$ cat config.mk
export PLATFORM = sky130hd
export DESIGN_NAME = mux_scan_sequencer
export DESIGN_NICKNAME = d
export VERILOG_FILES = /design/src/rtl/mux_scan_sequencer.sv
export SDC_FILE = /design/constraint.sdc
export NUM_CORES = 1
export LEC_CHECK = 0
export ABC_AREA = 1
export CORE_MARGIN = 5
export CORE_UTILIZATION = 42
export CTS_CLUSTER_SIZE = 14
export DETAILED_ROUTE_END_ITERATION = 7
export PLACE_DENSITY = 0.67
export SLEW_MARGIN = 25
export SYNTH_ARGS = -nofsm -noshare
export SYNTH_HDL_FRONTEND = slang
export SYNTH_SLANG_ARGS = --single-unit
$ cat constraint.sdc
create_clock -name clk -period 1.65 [get_ports clk]
set_input_delay 0.4125 -clock clk [delete_from_list [all_inputs] [get_ports clk]]
set_output_delay 0.4125 -clock clk [all_outputs]
set_load 0.005 [all_outputs]
$ cat src/rtl/mux_scan_sequencer.sv
// Scans a 4:1 mux input by input via its select lines and rebuilds {in3..in0}.
// Snapshots are published on a valid/ready handshake; optional settle window.
//
// Ports:
//   clk, reset         rising-edge clock, synchronous active-high reset
//   start              request one scan (sampled in IDLE only)
//   mux_out            multiplexer output fed back for sampling
//   address0/address1  registered multiplexer select lines
//   busy               FSM is not in IDLE
//   snap_valid/ready   snapshot handshake; snapshot stable while valid
//   snapshot           bit k = mux_out sampled with address k
//   scan_count         published snapshots, mod 256
// Build option: define MUX_SCAN_SETTLE_EN to insert SETTLE_CYCLES wait cycles
// before each sample; without it each bit takes a single SAMPLE cycle.
module mux_scan_sequencer #(
  parameter int SETTLE_CYCLES = 3,
  parameter bit CONTINUOUS    = 1'b0
) (
  input  logic       clk,
  input  logic       reset,
  input  logic       start,
  input  logic       mux_out,
  output logic       address0,
  output logic       address1,
  output logic       busy,
  output logic       snap_valid,
  input  logic       snap_ready,
  output logic [3:0] snapshot,
  output logic [7:0] scan_count
);

  if (SETTLE_CYCLES < 1 || SETTLE_CYCLES > 15) begin : g_bad_settle
    $error("SETTLE_CYCLES must be in 1..15");
  end

  typedef enum logic [1:0] {
    IDLE   = 2'd0,
    SETTLE = 2'd1,
    SAMPLE = 2'd2,
    HOLD   = 2'd3
  } state_t;

`ifdef MUX_SCAN_SETTLE_EN
  localparam state_t FIRST = SETTLE;
  localparam logic [3:0] SETTLE_LAST = 4'(SETTLE_CYCLES - 1);
  logic [3:0] cnt;
`else
  localparam state_t FIRST = SAMPLE;
`endif

  state_t     state;
  logic [1:0] idx;
  logic [3:0] shadow;
  logic       pub;
  logic [3:0] pub_data;

  // Publish from the last SAMPLE (forwarding the live bit) or from HOLD.
  always_comb begin
    pub      = 1'b0;
    pub_data = shadow;
    if (state == SAMPLE && idx == 2'd3 &&
        (!snap_valid || snap_ready)) begin
      pub      = 1'b1;
      pub_data = {mux_out, shadow[2:0]};
    end else if (state == HOLD && snap_ready) begin
      pub = 1'b1;
    end
  end

  always_ff @(posedge clk) begin
    if (reset) begin
      state      <= IDLE;
      idx        <= 2'd0;
      shadow     <= 4'd0;
      address0   <= 1'b0;
      address1   <= 1'b0;
      busy       <= 1'b0;
      snap_valid <= 1'b0;
      snapshot   <= 4'd0;
      scan_count <= 8'd0;
`ifdef MUX_SCAN_SETTLE_EN
      cnt        <= 4'd0;
`endif
    end else begin
      if (snap_valid && snap_ready) snap_valid <= 1'b0;
      unique case (state)
        IDLE: begin
          if (start || CONTINUOUS) begin
            state                <= FIRST;
            busy                 <= 1'b1;
            idx                  <= 2'd0;
            {address1, address0} <= 2'd0;
`ifdef MUX_SCAN_SETTLE_EN
            cnt                  <= 4'd0;
`endif
          end
        end
`ifdef MUX_SCAN_SETTLE_EN
        SETTLE: begin
          if (cnt == SETTLE_LAST) state <= SAMPLE;
          else cnt <= cnt + 4'd1;
        end
`endif
        SAMPLE: begin
          shadow[idx] <= mux_out;
          if (idx != 2'd3) begin
            idx                  <= idx + 2'd1;
            {address1, address0} <= idx + 2'd1;
            state                <= FIRST;
`ifdef MUX_SCAN_SETTLE_EN
            cnt                  <= 4'd0;
`endif
          end else if (!pub) begin
            state <= HOLD;
          end
        end
        HOLD: ;
        default: state <= IDLE;
      endcase
      // Publish overrides the case transitions above; a same-edge accept
      // leaves snap_valid set with the new data.
      if (pub) begin
        snapshot             <= pub_data;
        snap_valid           <= 1'b1;
        scan_count           <= scan_count + 8'd1;
        idx                  <= 2'd0;
        {address1, address0} <= 2'd0;
        state                <= CONTINUOUS ? FIRST : IDLE;
        busy                 <= CONTINUOUS;
`ifdef MUX_SCAN_SETTLE_EN
        cnt                  <= 4'd0;
`endif
      end
    end
  end

endmodule

==> flow_summary.json, run 1 <==
{
  "worst_ep_required_time_ns": 1.24,
  "holdCritPathClass": "reg2reg",
  "design.core.area_sq_mm": 0.002432,
  "maxCapViolations": 0,
  "timing.slew.headroom": 0.8327,
  "netlist_area_sq_mm": 0.001045,
  "worstPathCellList": "clkdlybuf4s50_1",
  "power_uw": 923.3,
  "clock_sink_count": 22,
  "htree_levels": 1,
  "fin_crit_ns": 1.609,
  "timing_worst_slew_pin_value_ns": 0.2490,
  "postSynth.asyncResetShare": 0,
  "clk_pin_slew_ns": 0.12,
  "final-max-slew-violation-count": 0,
  "place_inst": 187,
  "synthDistinctLibCells": 22,
  "grt_antenna_before_repair": 0,
  "postRouteWirelength_um": 2209,
  "final_cells": 195,
  "grt_pass1_wl_um": 3567,
  "critical_path.top_delay_family": "buffers and inverters",
  "fin_crit_sh": 0.9751,
  "cts_made_buffers": 3,
  "pwr_density_cell_mw_per_mm2": 673.3,
  "irDropWorstVdd_mv": 0.5659,
  "vias_in_the_first_global_route": 884,
  "io_buffer_count": 20,
  "grt_overflow_total": 0,
  "antenna_cells": 0,
  "syn_inst": 135,
  "p_leak_uw": 0.0005365,
  "clock_skew_ns": 0.003146,
  "timing.critical_path.arrival_ns": 1.20,
  "die_area_sq_mm": 0.003585,
  "setup.worst_path.start_class": "register",
  "drt_pass1_iterations": 4,
  "dr.max_layer_used": "met4",
  "hpwl_um": 1642,
  "critPathMaxFanout": 3,
  "worst_skew_pair.late_latency_ns": 0.31,
  "start_util": 0.4295,
  "net_count_reported_at_finish": 176,
  "setup.worst_path.end_class": "output port",
  "wl_per_cell_um": 11.33,
  "post_synth.cell_area_avg_sq_um": 7.739,
  "io_pins": 21,
  "met2_wirelength_um": 1062,
  "met1Wirelength_um": 1029,
  "final_antenna_net_count": 0,
  "postSynthNetCount": 145,
  "cts_tree": "built",
  "groute.usage.overall": 0.1326,
  "report.final.hold_viol_count": 0,
  "yosysWarningCount": 0,
  "synth-seq-cells": 22,
  "number_of_flops_mapped_to_enable_cells_by_yosys": 0,
  "seq_total_area_yosys": 0.4216,
  "layout-area-overhead-vs-synth_pct": 31.26,
  "gp_congestion": 0.7542,
  "timing.setup.critical_path_class": "reg2out",
  "peak_freq_mhz": 621.6,
  "row_count": 18,
  "chipWidth_um": 59.88,
  "cts.root.buffer_cell": "sky130_fd_sc_hd__clkbuf_4",
  "drive_above_1_share": 0.1879,
  "hold-worst-slack_ns": 0.4563,
  "grt_start_max_net_pins": 17,
  "post-route-drc-count": 0,
  "clock_tree.buffer_depth": 2,
  "routed-via-count": 961,
  "synth_ff_type": "sky130_fd_sc_hd__dfxtp_1",
  "dieHeight_um": 59.88,
  "worst_path_max_delay_cell": "sky130_fd_sc_hd__clkdlybuf4s50_1",
  "drt_first_iter_violations": 25,
  "fillers": 237,
  "avgViaCountPerCell": 4.928,
  "critPathMaxStageDelay_ns": 0.51,
  "crit_buf_inv": 1,
  "dr_wl_met3_um": 71,
  "number_of_setup_violations_in_the_final_report": 0,
  "status": "complete, no violations"
}
==> logic make-up after synthesis <==
kind of cell | count (synthesis) | synth area share
XOR/XNOR | 1 | 0.008385
AO/OA/AOI/OAI | 23 | 0.1210
buffers and inverters | 17 | 0.08742
AND/OR/NAND/NOR | 67 | 0.3018
flip-flops | 22 | 0.4216
adder cells (fa/ha/maj) | 5 | 0.05988
==> synthesized netlist by cell type (4+ instances only) <==
| cell | count | area (sq um) |
|---|---|---|
| sky130_fd_sc_hd__dfxtp_1 | 22 | 440.4 |
| sky130_fd_sc_hd__inv_1 | 12 | 45.04 |
| sky130_fd_sc_hd__nand2_1 | 26 | 97.59 |
| sky130_fd_sc_hd__a21oi_1 | 16 | 80.08 |
| sky130_fd_sc_hd__nor2_1 | 14 | 52.55 |
| sky130_fd_sc_hd__nand2_2 | 4 | 25.02 |
| sky130_fd_sc_hd__o21ai_0 | 4 | 20.02 |
| sky130_fd_sc_hd__ha_1 | 5 | 62.56 |
| sky130_fd_sc_hd__nand3_1 | 19 | 95.09 |
==> layer usage <==
metal	vias to the layer above	track usage
li1	504	-
met1	438	0.1542
met2	14	0.2284
met3	5	0.02592
met4	0	0.06646
met5	-	0
==> sequential cells by signal, indices dropped and copies added, names as in the netlist <==
name        flops
snap_valid      1
address0        1
busy            1
address1        1
state           2
scan_count      8
shadow          4
snapshot        4
==> cells in the final DEF (no fill, tap or decap) <==
cell type / Yosys / routed
sky130_fd_sc_hd__nand2_1: 26 / 26
sky130_fd_sc_hd__clkdlybuf4s50_1: 0 / 20
sky130_fd_sc_hd__nand3_1: 19 / 19
sky130_fd_sc_hd__a21oi_1: 16 / 16
sky130_fd_sc_hd__nor2_1: 14 / 14
sky130_fd_sc_hd__dfxtp_1: 22 / 13
sky130_fd_sc_hd__inv_1: 12 / 12
sky130_fd_sc_hd__buf_4: 1 / 9
sky130_fd_sc_hd__ha_1: 5 / 5
sky130_fd_sc_hd__dfxtp_4: 0 / 5
sky130_fd_sc_hd__nand2_2: 4 / 4
sky130_fd_sc_hd__o21ai_0: 4 / 4
sky130_fd_sc_hd__dfxtp_2: 0 / 4
sky130_fd_sc_hd__clkbuf_4: 0 / 3
sky130_fd_sc_hd__inv_2: 1 / 1
sky130_fd_sc_hd__nor2_4: 1 / 1
sky130_fd_sc_hd__nand3_4: 1 / 1
sky130_fd_sc_hd__nand2_4: 1 / 1
sky130_fd_sc_hd__nor3_1: 1 / 1
sky130_fd_sc_hd__clkinv_1: 1 / 1
sky130_fd_sc_hd__xor2_1: 1 / 1
sky130_fd_sc_hd__a21oi_2: 1 / 1
sky130_fd_sc_hd__o211a_1: 1 / 1
sky130_fd_sc_hd__a21boi_0: 1 / 1
sky130_fd_sc_hd__clkbuf_8: 0 / 1
==> power by group <==
part           total, uW  switching (uW)  internal (uW)
registers            543            8.20            534
clock network        299             164            135
logic               81.6            42.5           39.1
==> final timing paths <==
check             cells past startpoint  slack [ns]                        from                          to
setup / recovery                      1        0.04  scan_count[4]$_SDFFE_PP0P_               scan_count[4]
hold / removal                        2        0.46           busy$_SDFFE_PP0P_           busy$_SDFFE_PP0P_
setup reg to reg                      6        0.25       address0$_SDFFE_PP0P_  scan_count[0]$_SDFFE_PP0P_
hold reg to reg                       2        0.46           busy$_SDFFE_PP0P_           busy$_SDFFE_PP0P_
==> layout make-up <==
class                           instances  area [sq um]  share of cell area
Inverter                               14         52.55             0.03832
Sequential cell                        22         464.2              0.3385
Tap cell                               30         37.54             0.02737
Clock buffer                            4         36.28             0.02646
Timing Repair Buffer                   29         267.8              0.1953
Multi-Input combinational cell         96         513.0              0.3741
==> what timing repair did <==
action                     in CTS  in global routing
cloned                          0                  0
gates resized for setup         6                  8
setup buffers                   0                  4
setup endpoints to repair       6                  9
hold buffers                    0                  0
==> per-stage QoR <==
stage          utilization  setup TNS, ns  cell area, sq um  setup WS (ns)
6_report            0.5638              0              1371        0.04113
5_1_grt             0.5638      -0.007351              1371      -0.007351
4_1_cts             0.5448              0              1325      0.0004745
3_5_place_dp        0.5267        -0.3477              1281       -0.06805
3_3_place_gp        0.5267        -0.1959              1281       -0.04174
2_1_floorplan            -              0              1045         0.4135
(Power assumes the default switching activity.)
==> run 2: changes to the inputs <==
--- a/config.mk
+++ b/config.mk
@@ -10,6 +10,7 @@
 export CORE_UTILIZATION = 42
 export CTS_CLUSTER_SIZE = 14
 export DETAILED_ROUTE_END_ITERATION = 7
+export GPL_ROUTABILITY_DRIVEN = 0
 export PLACE_DENSITY = 0.67
 export SLEW_MARGIN = 25
 export SYNTH_ARGS = -nofsm -noshare
==> results of run 2 <==
The final DEF is identical to that of run 1; final timing and power are the same.
==> run 3: changes to the inputs <==
--- a/config.mk
+++ b/config.mk
@@ -11,7 +11,7 @@
 export CTS_CLUSTER_SIZE = 14
 export DETAILED_ROUTE_END_ITERATION = 7
 export GPL_ROUTABILITY_DRIVEN = 0
-export PLACE_DENSITY = 0.67
+export PLACE_DENSITY = 0.64
 export SLEW_MARGIN = 25
 export SYNTH_ARGS = -nofsm -noshare
 export SYNTH_HDL_FRONTEND = slang
==> run 3 against run 2 <==
Compared with the run above:
- final area is 2.6% higher
- combinational power is 3.7% higher
- critical path type unchanged
- cell count is 1.0% higher
- total power is 14% higher
- register-to-register slack better by 0.02 ns
- sequential power hardly changed
- worst setup slack better by 0.011 ns
- non-clock buffer count is 2 higher
- sequential share of layout area is 0.87 points lower
- via count is 0.42% higher
- routed wire length is 0.81% higher
- highest routed layer unchanged
- critical path depth stayed put
==> flow_summary.json, run 3 (same netlist as run 1, synthesis figures left out) <==
{
  "grt_start_max_net_pins": 17,
  "largest_reg_flops": 8,
  "layout-area-overhead-vs-synth_pct": 34.73,
  "drt_pass1_iterations": 4,
  "maxCapViolations": 0,
  "die_area_sq_mm": 0.003585,
  "crit_buf_inv": 1,
  "pwr_density_cell_mw_per_mm2": 745.4,
  "timing.critical_path.from": "scan_count[0]$_SDFFE_PP0P_",
  "p_leak_uw": 0.0005909,
  "timing.slew.headroom": 0.8311,
  "r2r_start": "address0$_SDFFE_PP0P_",
  "grt_setup_unrepaired": "no",
  "report.final.hold_viol_count": 0,
  "holdCritStartpoint": "busy$_SDFFE_PP0P_",
  "pwr-share-clk": 0.400,
  "groute.usage.overall": 0.1429,
  "timing.setup.critical_path_class": "reg2out",
  "htree_levels": 1,
  "wl_per_cell_um": 11.30,
  "final_cells": 197,
  "finalCoreUtilization": 0.5787,
  "power_uw": 1049,
  "start_util": 0.4295,
  "cts_made_buffers": 3,
  "chipWidth_um": 59.88,
  "avgViaCountPerCell": 4.898,
  "post-route-drc-count": 0,
  "registers_with_the_highest_flip_flop_counts": "scan_count: 8 flops, shadow: 4 flops, snapshot: 4 flops",
  "holdCritPathClass": "reg2reg",
  "grt_overflow_total": 0,
  "final-max-slew-violation-count": 0,
  "design.core.area_sq_mm": 0.002432,
  "critical_path.top_delay_family": "buffers and inverters",
  "power.share.switching": 0.2148,
  "clock_sink_count": 22,
  "row_count": 18,
  "post-place-ws_ns": -0.06199,
  "vias_in_the_first_global_route": 958,
  "clk_pin_slew_ns": 0.11,
  "internal_power_uw": 823.9,
  "number_of_setup_violations_in_the_final_report": 0,
  "cts.root.buffer_cell": "sky130_fd_sc_hd__clkbuf_4",
  "most_common_cell_after_layout_fill_and_taps_aside": "sky130_fd_sc_hd__nand2_1",
  "grt_antenna_before_repair": 0,
  "sequentialPowerShare": 0.520,
  "dieHeight_um": 59.88,
  "critPathMaxStageDelay_ns": 0.50,
  "mostFrequentLayoutCells": "sky130_fd_sc_hd__nand2_1 (26), sky130_fd_sc_hd__nand3_1 (19), sky130_fd_sc_hd__clkdlybuf4s50_1 (18)",
  "setup.worst_path.end_class": "output port",
  "postRouteWirelength_um": 2227,
  "critPathMaxFanout": 5,
  "switchingPower_uw": 225.4,
  "io_buffer_count": 20,
  "final_antenna_net_count": 0,
  "timing_worst_slew_pin_value_ns": 0.2527,
  "timing.critical_path.arrival_ns": 1.19,
  "cts_tree": "built",
  "routed-via-count": 965,
  "drive_above_1_share": 0.2216,
  "worstPathCellList": "clkdlybuf4s50_1",
  "place_inst": 189,
  "io_pins": 21,
  "hpwl_um": 1690,
  "net_count_reported_at_finish": 178,
  "top_register": "scan_count",
  "fin_crit_ns": 1.598,
  "worst_path_max_delay_cell": "sky130_fd_sc_hd__clkdlybuf4s50_1",
  "antenna_cells": 0,
  "comb_power_share": 0.081,
  "status": "complete, no violations",
  "setup.worst_path.start_class": "register",
  "fin_ws_ns": 0.05168,
  "peak_freq_mhz": 625.7,
  "drt_first_iter_violations": 37,
  "worst_skew_pair.late_latency_ns": 0.32,
  "clock_skew_ns": 0.02165,
  "grt_pass1_wl_um": 3974,
  "fin_crit_sh": 0.9687,
  "irDropWorstVdd_mv": 0.4884,
  "clock_tree.buffer_depth": 2,
  "worst_ep_required_time_ns": 1.24
}
==> run 3: changes by cell type in the layout (fill, tap and decap cells not counted), sizes merged <==
cell and delta:
buf +2, bufinv +1, clkbuf -1, clkdlybuf4s50 -2, dlymetal6s2s +2
==> run 3: timing repair <==
action | 4_1_cts | 5_1_grt
hold endpoints to repair | 0 | 0
endpoints found under the setup margin | 8 | 11
resized for setup | 8 | 10
buffers inserted | 0 | 4
hold buffers | 0 | 0
==> run 3: stage by stage <==
step	cell area (sq um)	TNS, ns	hold slack, ns
floorplan	1045	0	0.4314
global placement	1296	-0.04773	0.4395
detailed placement	1296	-0.2873	0.4392
CTS	1359	0	0.4594
global route	1408	0	0.4812
finish	1408	0	0.4566
==> run 3: path summary, 6_finish.rpt <==
| path | to | cells past startpoint | slack [ns] |
|---|---|---|---|
| worst min-delay path | busy$_SDFFE_PP0P_ | 2 | 0.46 |
| worst max register to register | scan_count[2]$_SDFFE_PP0P_ | 6 | 0.27 |
| worst min register to register | busy$_SDFFE_PP0P_ | 2 | 0.46 |
| worst max-delay path | scan_count[0] | 1 | 0.05 |
==> run 3: power groups by stage <==
stage	Sequential, uW	Clock, uW	Combinational (uW)
finish	545	419	84.6
global route	547	454	94.0
CTS	550	431	82.2
detailed placement	561	0	81.8
global placement	561	0	78.8
floorplan	560	0	45.1
==> run 3: final cells by class <==
class | instances | area [sq um]
inverter | 14 | 52.55
fill | 214 | 1025
sequential | 22 | 464.2
clock buffer | 3 | 22.52
timing repair buffer | 31 | 287.8
clock inverter | 1 | 30.03
multi-input combinational | 96 | 513.0
tap | 30 | 37.54
==> run 3: metal layers <==
metal | wire, um | track usage | share of wire
met5 | 0 | 0 | 0
met4 | 40 | 0.05696 | 0.018
met2 | 1094 | 0.2500 | 0.49
met1 | 1001 | 0.1691 | 0.45
met3 | 91 | 0.02808 | 0.041
